[src/rtl/rob_mc.sv]
// rob_mc: reorder buffer with WB_N broadcast writeback channels and up to COMMIT_W
// in-order retires per cycle; a mispredicted branch/JALR at retire flushes every entry.
module rob_mc #(
  parameter int unsigned DEPTH    = 16,
  parameter int unsigned TAG_W    = 4,
  parameter int unsigned WB_N     = 2,
  parameter int unsigned COMMIT_W = 2
) (
  input  logic                  clk,
  input  logic                  rst_n,
  input  logic                  rdy,
  input  logic                  issue_valid,
  output logic                  issue_ready,
  output logic [TAG_W-1:0]      issue_tag,
  input  logic [1:0]            issue_kind,
  input  logic [4:0]            issue_rd,
  input  logic [31:0]           issue_pc,
  input  logic                  issue_pred_jump,
  input  logic                  issue_done,
  input  logic [WB_N-1:0]       wb_valid,
  input  logic [WB_N*TAG_W-1:0] wb_tag,
  input  logic [WB_N*32-1:0]    wb_val,
  input  logic [WB_N-1:0]       wb_jump,
  input  logic [WB_N*32-1:0]    wb_target,
  input  logic [TAG_W-1:0]      q1_tag,
  input  logic [TAG_W-1:0]      q2_tag,
  output logic                  q1_ready,
  output logic                  q2_ready,
  output logic [31:0]           q1_val,
  output logic [31:0]           q2_val,
  output logic [1:0]            cm_reg_en,
  output logic [9:0]            cm_rd,
  output logic [63:0]           cm_val,
  output logic [2*TAG_W-1:0]    cm_tag,
  output logic                  cm_store,
  output logic                  cm_br_en,
  output logic                  cm_br_jump,
  output logic [31:0]           cm_br_pc,
  output logic                  flush,
  output logic [31:0]           flush_pc
);

  typedef enum logic [1:0] {
    KindReg    = 2'd0,
    KindStore  = 2'd1,
    KindBranch = 2'd2,
    KindJalr   = 2'd3
  } kind_e;

  logic [TAG_W-1:0] head_q, head_d, tail_q, tail_d, head_p1;
  logic [TAG_W:0]   count_q, count_d;
  logic [DEPTH-1:0] ready_q, ready_d;
  kind_e            kind_q   [DEPTH];
  logic [4:0]       rd_q     [DEPTH];
  logic [31:0]      pc_q     [DEPTH];
  logic [31:0]      val_q    [DEPTH];
  logic [31:0]      target_q [DEPTH];
  logic [DEPTH-1:0] pred_q;
  logic [DEPTH-1:0] jump_q;
  logic             flush_q;
  logic [31:0]      flush_pc_q;

  logic             alloc, ret0, ret1, mispredict;
  logic [1:0]       n_ret;
  logic [WB_N-1:0]  wb_we;
  logic [TAG_W-1:0] wb_tag_a [WB_N];
  logic [31:0]      wb_val_a [WB_N];
  logic [31:0]      wb_tgt_a [WB_N];

  logic [1:0]         reg_en_d;
  logic [9:0]         rd_d;
  logic [63:0]        val_d;
  logic [2*TAG_W-1:0] tag_d;
  logic               store_d, br_en_d, br_jump_d;
  logic [31:0]        br_pc_d;

  for (genvar g = 0; g < WB_N; g++) begin : g_wb
    assign wb_tag_a[g] = wb_tag[g*TAG_W +: TAG_W];
    assign wb_val_a[g] = wb_val[g*32 +: 32];
    assign wb_tgt_a[g] = wb_target[g*32 +: 32];
  end

  assign head_p1     = head_q + TAG_W'(1);
  assign issue_ready = (count_q < (TAG_W+1)'(DEPTH)) && !flush_q;
  assign issue_tag   = tail_q;
  assign alloc       = rdy && issue_valid && issue_ready;
  assign flush       = flush_q;
  assign flush_pc    = flush_pc_q;

  // Retire decision uses pre-edge state only; slot1 must be a plain register write
  // so that a store or control op never shares a group with another of its kind.
  always_comb begin
    ret0 = (count_q != '0) && ready_q[head_q];
    ret1 = (COMMIT_W > 1) && ret0 && (count_q > (TAG_W+1)'(1)) && ready_q[head_p1] &&
           (kind_q[head_p1] == KindReg) &&
           ((kind_q[head_q] == KindReg) || (kind_q[head_q] == KindStore));
    mispredict = ret0 && ((kind_q[head_q] == KindBranch) || (kind_q[head_q] == KindJalr)) &&
                 (pred_q[head_q] != jump_q[head_q]);
    n_ret = {1'b0, ret0} + {1'b0, ret1};
  end

  always_comb begin
    for (int i = 0; i < WB_N; i++) begin
      wb_we[i] = rdy && wb_valid[i] && !flush_q && !(alloc && (wb_tag_a[i] == tail_q));
    end
  end

  always_comb begin
    ready_d = ready_q;
    for (int i = 0; i < WB_N; i++) begin
      if (wb_we[i]) ready_d[wb_tag_a[i]] = 1'b1;
    end
    if (ret0)  ready_d[head_q]  = 1'b0;
    if (ret1)  ready_d[head_p1] = 1'b0;
    if (alloc) ready_d[tail_q]  = issue_done;
    head_d  = head_q + TAG_W'(n_ret);
    tail_d  = tail_q + TAG_W'(alloc);
    count_d = count_q + (TAG_W+1)'(alloc) - (TAG_W+1)'(n_ret);
    if (mispredict) begin
      head_d  = '0;
      tail_d  = '0;
      count_d = '0;
      ready_d = '0;
    end
  end

  always_ff @(posedge clk or negedge rst_n) begin
    if (!rst_n) begin
      head_q  <= '0;
      tail_q  <= '0;
      count_q <= '0;
      ready_q <= '0;
    end else if (rdy) begin
      head_q  <= head_d;
      tail_q  <= tail_d;
      count_q <= count_d;
      ready_q <= ready_d;
    end
  end

  // Payload needs no reset: a slot is only read once allocation has rewritten it.
  always_ff @(posedge clk) begin
    for (int i = 0; i < WB_N; i++) begin
      if (wb_we[i]) begin
        val_q[wb_tag_a[i]]    <= wb_val_a[i];
        jump_q[wb_tag_a[i]]   <= wb_jump[i];
        target_q[wb_tag_a[i]] <= wb_tgt_a[i];
      end
    end
    if (alloc) begin
      kind_q[tail_q]   <= kind_e'(issue_kind);
      rd_q[tail_q]     <= issue_rd;
      pc_q[tail_q]     <= issue_pc;
      pred_q[tail_q]   <= issue_pred_jump;
      val_q[tail_q]    <= '0;
      jump_q[tail_q]   <= 1'b0;
      target_q[tail_q] <= '0;
    end
  end

  // Highest-index writeback channel wins over the stored entry.
  always_comb begin
    q1_ready = ready_q[q1_tag];
    q1_val   = val_q[q1_tag];
    q2_ready = ready_q[q2_tag];
    q2_val   = val_q[q2_tag];
    for (int i = 0; i < WB_N; i++) begin
      if (wb_valid[i] && (wb_tag_a[i] == q1_tag)) begin
        q1_ready = 1'b1;
        q1_val   = wb_val_a[i];
      end
      if (wb_valid[i] && (wb_tag_a[i] == q2_tag)) begin
        q2_ready = 1'b1;
        q2_val   = wb_val_a[i];
      end
    end
  end

  always_comb begin
    reg_en_d  = '0;
    rd_d      = '0;
    val_d     = '0;
    tag_d     = '0;
    store_d   = 1'b0;
    br_en_d   = 1'b0;
    br_jump_d = 1'b0;
    br_pc_d   = '0;
    if (ret0) begin
      tag_d[0 +: TAG_W] = head_q;
      case (kind_q[head_q])
        KindReg, KindJalr: begin
          reg_en_d[0]  = 1'b1;
          rd_d[4:0]    = rd_q[head_q];
          val_d[31:0]  = val_q[head_q];
        end
        KindStore: store_d = 1'b1;
        KindBranch: begin
          br_en_d   = 1'b1;
          br_jump_d = jump_q[head_q];
          br_pc_d   = pc_q[head_q];
        end
        default: ;
      endcase
    end
    if (ret1) begin
      tag_d[TAG_W +: TAG_W] = head_p1;
      reg_en_d[1]  = 1'b1;
      rd_d[9:5]    = rd_q[head_p1];
      val_d[63:32] = val_q[head_p1];
    end
  end

  always_ff @(posedge clk or negedge rst_n) begin
    if (!rst_n) begin
      cm_reg_en  <= '0;
      cm_rd      <= '0;
      cm_val     <= '0;
      cm_tag     <= '0;
      cm_store   <= 1'b0;
      cm_br_en   <= 1'b0;
      cm_br_jump <= 1'b0;
      cm_br_pc   <= '0;
      flush_q    <= 1'b0;
      flush_pc_q <= '0;
    end else if (!rdy) begin
      cm_reg_en  <= '0;
      cm_rd      <= '0;
      cm_val     <= '0;
      cm_tag     <= '0;
      cm_store   <= 1'b0;
      cm_br_en   <= 1'b0;
      cm_br_jump <= 1'b0;
      cm_br_pc   <= '0;
      flush_q    <= 1'b0;
    end else begin
      cm_reg_en  <= reg_en_d;
      cm_rd      <= rd_d;
      cm_val     <= val_d;
      cm_tag     <= tag_d;
      cm_store   <= store_d;
      cm_br_en   <= br_en_d;
      cm_br_jump <= br_jump_d;
      cm_br_pc   <= br_pc_d;
      flush_q    <= mispredict;
      if (mispredict) flush_pc_q <= target_q[head_q];
    end
  end

endmodule

[config.mk]
export PLATFORM = sky130hd
export DESIGN_NAME = rob_mc
export DESIGN_NICKNAME = d
export VERILOG_FILES = /design/src/rtl/rob_mc.sv
export SDC_FILE = /design/constraint.sdc
export NUM_CORES = 2
export LEC_CHECK = 0
export BUFFER_PORTS_ARGS = -buffer_cell sky130_fd_sc_hd__buf_2
export CELL_PAD_IN_SITES_DETAIL_PLACEMENT = 0
export CELL_PAD_IN_SITES_GLOBAL_PLACEMENT = 2
export CORE_MARGIN = 5
export CORE_UTILIZATION = 44
export DETAILED_ROUTE_END_ITERATION = 10
export GPL_ROUTABILITY_DRIVEN = 0
export PLACE_DENSITY_LB_ADDON = 0.1
export SYNTH_ARGS = -nofsm -noshare
export SYNTH_HDL_FRONTEND = slang
export SYNTH_SLANG_ARGS = --single-unit
[constraint.sdc]
create_clock -name clk -period 7.2 [get_ports clk]
set_input_delay 0.36 -clock clk [delete_from_list [all_inputs] [get_ports clk]]
set_output_delay 0.36 -clock clk [all_outputs]
set_load 0.005 [all_outputs]
-- After elaboration in Yosys (flattened, before gate mapping)
Memory sizes are Yosys's and may differ from the RTL's. A register that Yosys moved wholly into a read port is not among the register bits.
Index checks and enable logic that the tools add are counted.
W data, S select, Z words.
- register bits after elaboration: 181
- bits in writable memories: 1648
- bits of input ports: 193
- output and inout port bits: 223
- logic and storage cells: 176
- memories kept: 5
- $add $sub $neg: 6
- magnitude comparators: 14
- equality and inequality tests: 10
- muxes and demuxes: 80
- bitwise operators: 8
- reductions and logical operators: 38
- memory list (memory ; depth ; width ; read ports ; clocked after Yosys merged registers in ; wr ports ; line ; RTL):
    pc_q ; 16 ; 32 ; 1 ; 0 ; 1 ; 55 ; logic [31:0] pc_q [DEPTH];
    target_q ; 16 ; 32 ; 1 ; 1 ; 3 ; 57 ; logic [31:0] target_q [DEPTH];
    val_q ; 16 ; 32 ; 4 ; 0 ; 3 ; 56 ; logic [31:0] val_q [DEPTH];
    rd_q ; 16 ; 5 ; 2 ; 0 ; 1 ; 54 ; logic [4:0] rd_q [DEPTH];
    kind_q ; 16 ; 2 ; 2 ; 0 ; 1 ; 53 ; kind_e kind_q [DEPTH];
- operators with widths (operator ; number):
    $mux W32 ; 10
    $mux W16 ; 9
    $bwmux W16 ; 4
    $mux W64 ; 1
    $and A16 B16 Y16 ; 3
    $not A16 Y16 ; 3
    $lt A4 B5 Y1 const B ; 7
    $mux W1 ; 34
    $or A16 B16 Y16 ; 2
    $logic_and A1 B1 Y1 ; 27
    $bmux W1 S4 ; 6
    $eq A4 B4 Y1 ; 6
    $demux W1 S4 ; 5
    $ge A4 B1 Y1 const B ; 5
    $mux W5 ; 4
    $mux W4 ; 4
    $mux W10 ; 1
    $mux W8 ; 1
    $add A5 B1 Y5 ; 1
    $gt A5 B1 Y1 const B ; 1
    $lt A5 B5 Y1 const B ; 1
    $reduce_bool A5 Y1 ; 1
    $sub A5 B2 Y5 ; 1
    $add A4 B1 Y4 ; 1
    other kinds (12) ; 18

-- Logic depth before layout (Yosys ltp)
- word-level depth: 16
- depth in mapped cells: 26

-- Least setup slack after synthesis
Ideal clock, no wire load.
- path kind: flip-flop to flip-flop
- start point: register head_q[1]
- end point: register count_q[4]
- setup time: 0.132 ns
- arrival time: 5.194 ns
- setup slack: 1.874 ns
- stages on the path, launching flop included: 27
- buffers on the path: 5
- clock period less this slack: 5.326 ns
- cells stage by stage: dfrtp_1 > buf_6 > buf_4 > buf_4 > clkbuf_1 > clkbuf_1 > mux4_2 > mux4_2 > inv_1 > ha_1 > nor2_1 > a221oi_1 > o221ai_2 > nor3_2 > ha_1 > ha_1 > inv_1 > ha_1 > inv_1 > fa_1 > inv_1 > a21oi_1 > nor2_1 > nor2_1 > xor2_1 > nand3_1 > o21ai_0
- longest elaborated chain between the ends: 10
- RTL lines (what ; line ; RTL):
    start: declaration ; 50 ; logic [TAG_W-1:0] head_q, head_d, tail_q, tail_d, head_p1;
    start signal: assignment ; 129 ; head_q <= '0;
    start signal: assignment ; 134 ; head_q <= head_d;
    parallel branches: the longest is 9 deep, another holds $sub A5 B2 Y5 ; - ;
    $mux W5 (*) ; 119 ; if (mispredict) begin
    end signal: assignment ; 136 ; count_q <= count_d;
    end: declaration ; 51 ; logic [TAG_W:0] count_q, count_d;
Every way passes the cells marked *. The select of a mux whose other input is x is not followed.
A chain may end at the register's enable or synchronous reset.

-- Worst setup path in the final report
- start point: register head_q[0]
- end point: register count_q[4]
The elaborated chain is that of the path after synthesis.

==> flow_metrics.tcl <==
set metrics [dict create \
    core_area_um2 225100 \
    setup_tns_ns 0 \
    fin_area_um2 112900 \
    max_freq_ghz 0.1730 \
    power_frac_clock 0.235 \
    fill_cells 19356 \
    syn_to_final_growth_pct 13.30 \
    relSlewSlack 0.1857 \
    globalRouteTotalUtil 0.3264 \
    crit_path_cell_trace "mux4_2 > mux4_2 > inv_1 > ha_1 > nor2_1 > a221oi_1 > o221ai_2 > nor3_2 > ha_1 > ha_1 > inv_1 > ha_1 > inv_1 > fa_1 > inv_1 > a21oi_1 > nor2_1 > nor2_1 > xor2_1 > nand3_1 > o21ai_0" \
    placed_cell_area_um2 103400 \
    io_buffers 415 \
    hpwlAfterDp_um 206000 \
    grt_pass1_wl_um 558100 \
    root_buffer "clkbuf_16" \
    yosysSeqAreaShare 0.4473 \
    postRouteWirelength_um 394500 \
    drt_pass1_iterations 5 \
    syn_nets 8088 \
    rows 174 \
    wl_per_cell_um 35.55 \
    hold_buffers 236 \
    grt_pass1_vias 72235 \
    power_density_nw_per_um2 415.5 \
    grt_setup_unrepaired "no" \
    grt_max_degree 131 \
    maxSlewViolCount 0 \
    vias 73570 \
    nets 8114 \
    maxCapViolations 0 \
    p_int_uw 31140 \
    finalCritPeriodShare 0.8030 \
    path_clk_slew_ns 0.06 \
    antenna_left 0 \
    viasPerCell 6.629 \
    max_stage_delay_ns 0.89 \
    synth_cell_type_count 79 \
    instances_no_fill 11098 \
    synth-edff-count 640 \
    start_util 0.4426 \
    hold_class "in2async" \
    switchingPower_uw 15760 \
    syn_inst 7870 \
    cts_tree "done" \
    synth_seq_cells 1861 \
    netSwitchingFraction 0.3361 \
    grt_overflow 0 \
    worstPathArrival_ns 6.49 \
    slowest_stage "dfrtp_4" \
    p_leak_uw 0.04234 \
    synth_area_per_cell_um2 12.66 \
    clockBufferDepth 3 \
    synthArstFlopShare 0.09726 \
    die-area_um2 236000 \
    clk-insertion-delay-late_ns 0.90 \
    power_frac_comb 0.397 \
    htreeDepth 4 \
    worst_slew_pin_slew_ns 1.221 \
    peakVddDrop_v 0.0004624 \
    ios 416 \
    worst-path-max-fanout 38 \
    ys.flop_type "dfxtp_1" \
    start_kind "register" \
    fp.dieW_um 485.8 \
    cts.repair.resized 0 \
    cts_buffers 207 \
    seq_power_share 0.368 \
    antenna_found_initial 50 \
    clock-sinks 1861 \
    initialDrtViolationCount 8116 \
    drc 0 \
    hold_viol_final 0 \
    setup_slack_ns 1.418 \
    yosys_warnings 0 \
    cp-end-kind "register" \
    crit_required_ns 7.91 \
    synth_area_um2 99630 \
    die_h_um 485.8 \
    hold_ws_ns 0.05434 \
    setup_violations 0 \
    post-route-min-period_ns 5.782 \
    outcome "completed" \
    clock_skew_ns 0.05592 \
    placedCellCount 10443 \
    critPathKind "reg2reg" \
    dp_slack_ns 1.577 \
    post_cts_buffers 0 \
    layout-drive-gt1-share 0.2474 \
]
[kinds of logic (layout without fill, tap and decap cells)]
family	Yosys count	count (layout)	share of synthesized area
xor gates and xnor gates	28	28	0.002462
and+or+nand+nor	1453	1453	0.06200
DFF	1861	1861	0.4473
adders and majority gates	25	25	0.003290
other	0	31	0
muxes	2182	2182	0.3461
buffers and inverters	1030	1235	0.04332
AOI/OAI and AO/OA	1291	1291	0.09550
[cell usage after synthesis (all sizes together) (9+ instances only)]
library cell | instances | area [um2]
xor2 | 14 | 122.6
dfrtp | 181 | 4529
clkbuf | 644 | 2417
nor3 | 16 | 85.08
xnor2 | 14 | 122.6
nor2b | 82 | 513.0
nand3 | 40 | 212.7
mux2i | 1149 | 11500
mux4 | 1001 | 22540
nor4 | 17 | 143.9
a211oi | 1114 | 8363
nand2 | 110 | 412.9
edfxtp | 640 | 19220
mux2 | 32 | 435.4
ha | 23 | 287.8
dfxtp | 1040 | 20820
buf | 354 | 1778
nor2 | 1082 | 4061
inv | 31 | 116.4
a21oi | 24 | 135.1
nor4b | 9 | 85.08
and3 | 43 | 274.0
o21ai | 84 | 420.4
and2 | 9 | 56.30
[final timing paths]
kind,slack [ns],cells past startpoint,from,to
setup / recovery,1.42,21,head_q[0],count_q[4]
hold / removal,0.05,2,rst_n,cm_val[6]
setup reg to reg,1.42,21,head_q[0],count_q[4]
hold reg to reg,0.51,1,flush_pc[5],flush_pc[5]
max in group asynchronous,5.86,3,rst_n,head_q[0]
min in group clk,0.10,4,rdy,cm_rd[9]
[flip-flops by register name (all words and copies together) (netlist names), 2 cells and up]
name,cells
issue_tag,4
cm_reg_en,2
cm_br_pc,32
pred_q,16
count_q,5
rd_q,80
flush_pc,32
cm_rd,10
cm_val,64
ready_q,16
val_q,512
kind_q,32
head_q,4
cm_tag,8
target_q,512
jump_q,16
pc_q,512
[cells in the final DEF, fill, tap and decap left out, types with 10 or more instances in the layout]
master	count
bufinv_16	16
buf_4	139
clkinv_16	10
mux2_2	12
edfxtp_1	640
a21oi_1	20
nor2_4	10
ha_1	21
xnor2_1	13
dfrtp_1	178
nand3_1	25
dlygate4sd3_1	236
and3_1	42
inv_1	29
xor2_1	14
nand2_1	108
buf_2	406
clkinv_1	17
nand3_4	15
mux2_4	20
mux4_2	1001
o21ai_0	83
dfxtp_1	1040
clkbuf_1	60
buf_12	29
a211oi_1	1114
nor2_1	1072
nor2b_1	82
clkinv_2	29
diode_2	31
mux2i_1	1149
clkbuf_8	33
clkbuf_16	210
[critical path: cells and delay by family (launching register included)]
family          cells  cell delay (ns)
flops               1             0.89
compound gates      4             0.98
buf+inv             4             0.30
xor+xnor            1             0.14
fa+ha+maj           5             1.41
mux                 2             1.14
simple gates        5             0.77
[final cells by class]
type | count | area [um2] | share of cell area
antenna | 31 | 77.57 | 0.0006872
multi-input combinational | 4979 | 51200 | 0.4536
sequential | 1861 | 44580 | 0.3949
inverter | 32 | 127.6 | 0.001131
timing repair buffer | 815 | 6086 | 0.05392
tap | 2992 | 3744 | 0.03317
clock inverter | 85 | 1129 | 0.009998
clock buffer | 303 | 5934 | 0.05257
[per-layer routing]
| layer | global-route usage | up-vias | wire length (um) | share of wire |
|---|---|---|---|---|
| li1 | - | 30742 | - | - |
| met1 | 0.4407 | 38166 | 161900 | 0.41 |
| met2 | 0.5238 | 3772 | 184100 | 0.47 |
| met3 | 0.06173 | 866 | 31330 | 0.079 |
| met4 | 0.1286 | 24 | 17000 | 0.043 |
| met5 | 0 | - | 145 | 0.00037 |
[power groups by stage]
stage          combinational (uW)  sequential [uW]  clock (uW)
6_report                    18600            17200       11000
2_1_floorplan               14000            16200           0
4_1_cts                     18600            17100       11200
5_1_grt                     19900            17600       11700
3_3_place_gp                18000            17100           0
3_5_place_dp                18200            17200           0
[through the flow]
step	power, uW	utilization
floorplan	30240	-
global placement	35140	0.4592
detailed placement	35420	0.4592
CTS	46890	0.5011
global route	49160	0.5012
finish	46910	0.5014
Note: power is estimated with default switching activity, not from simulation.
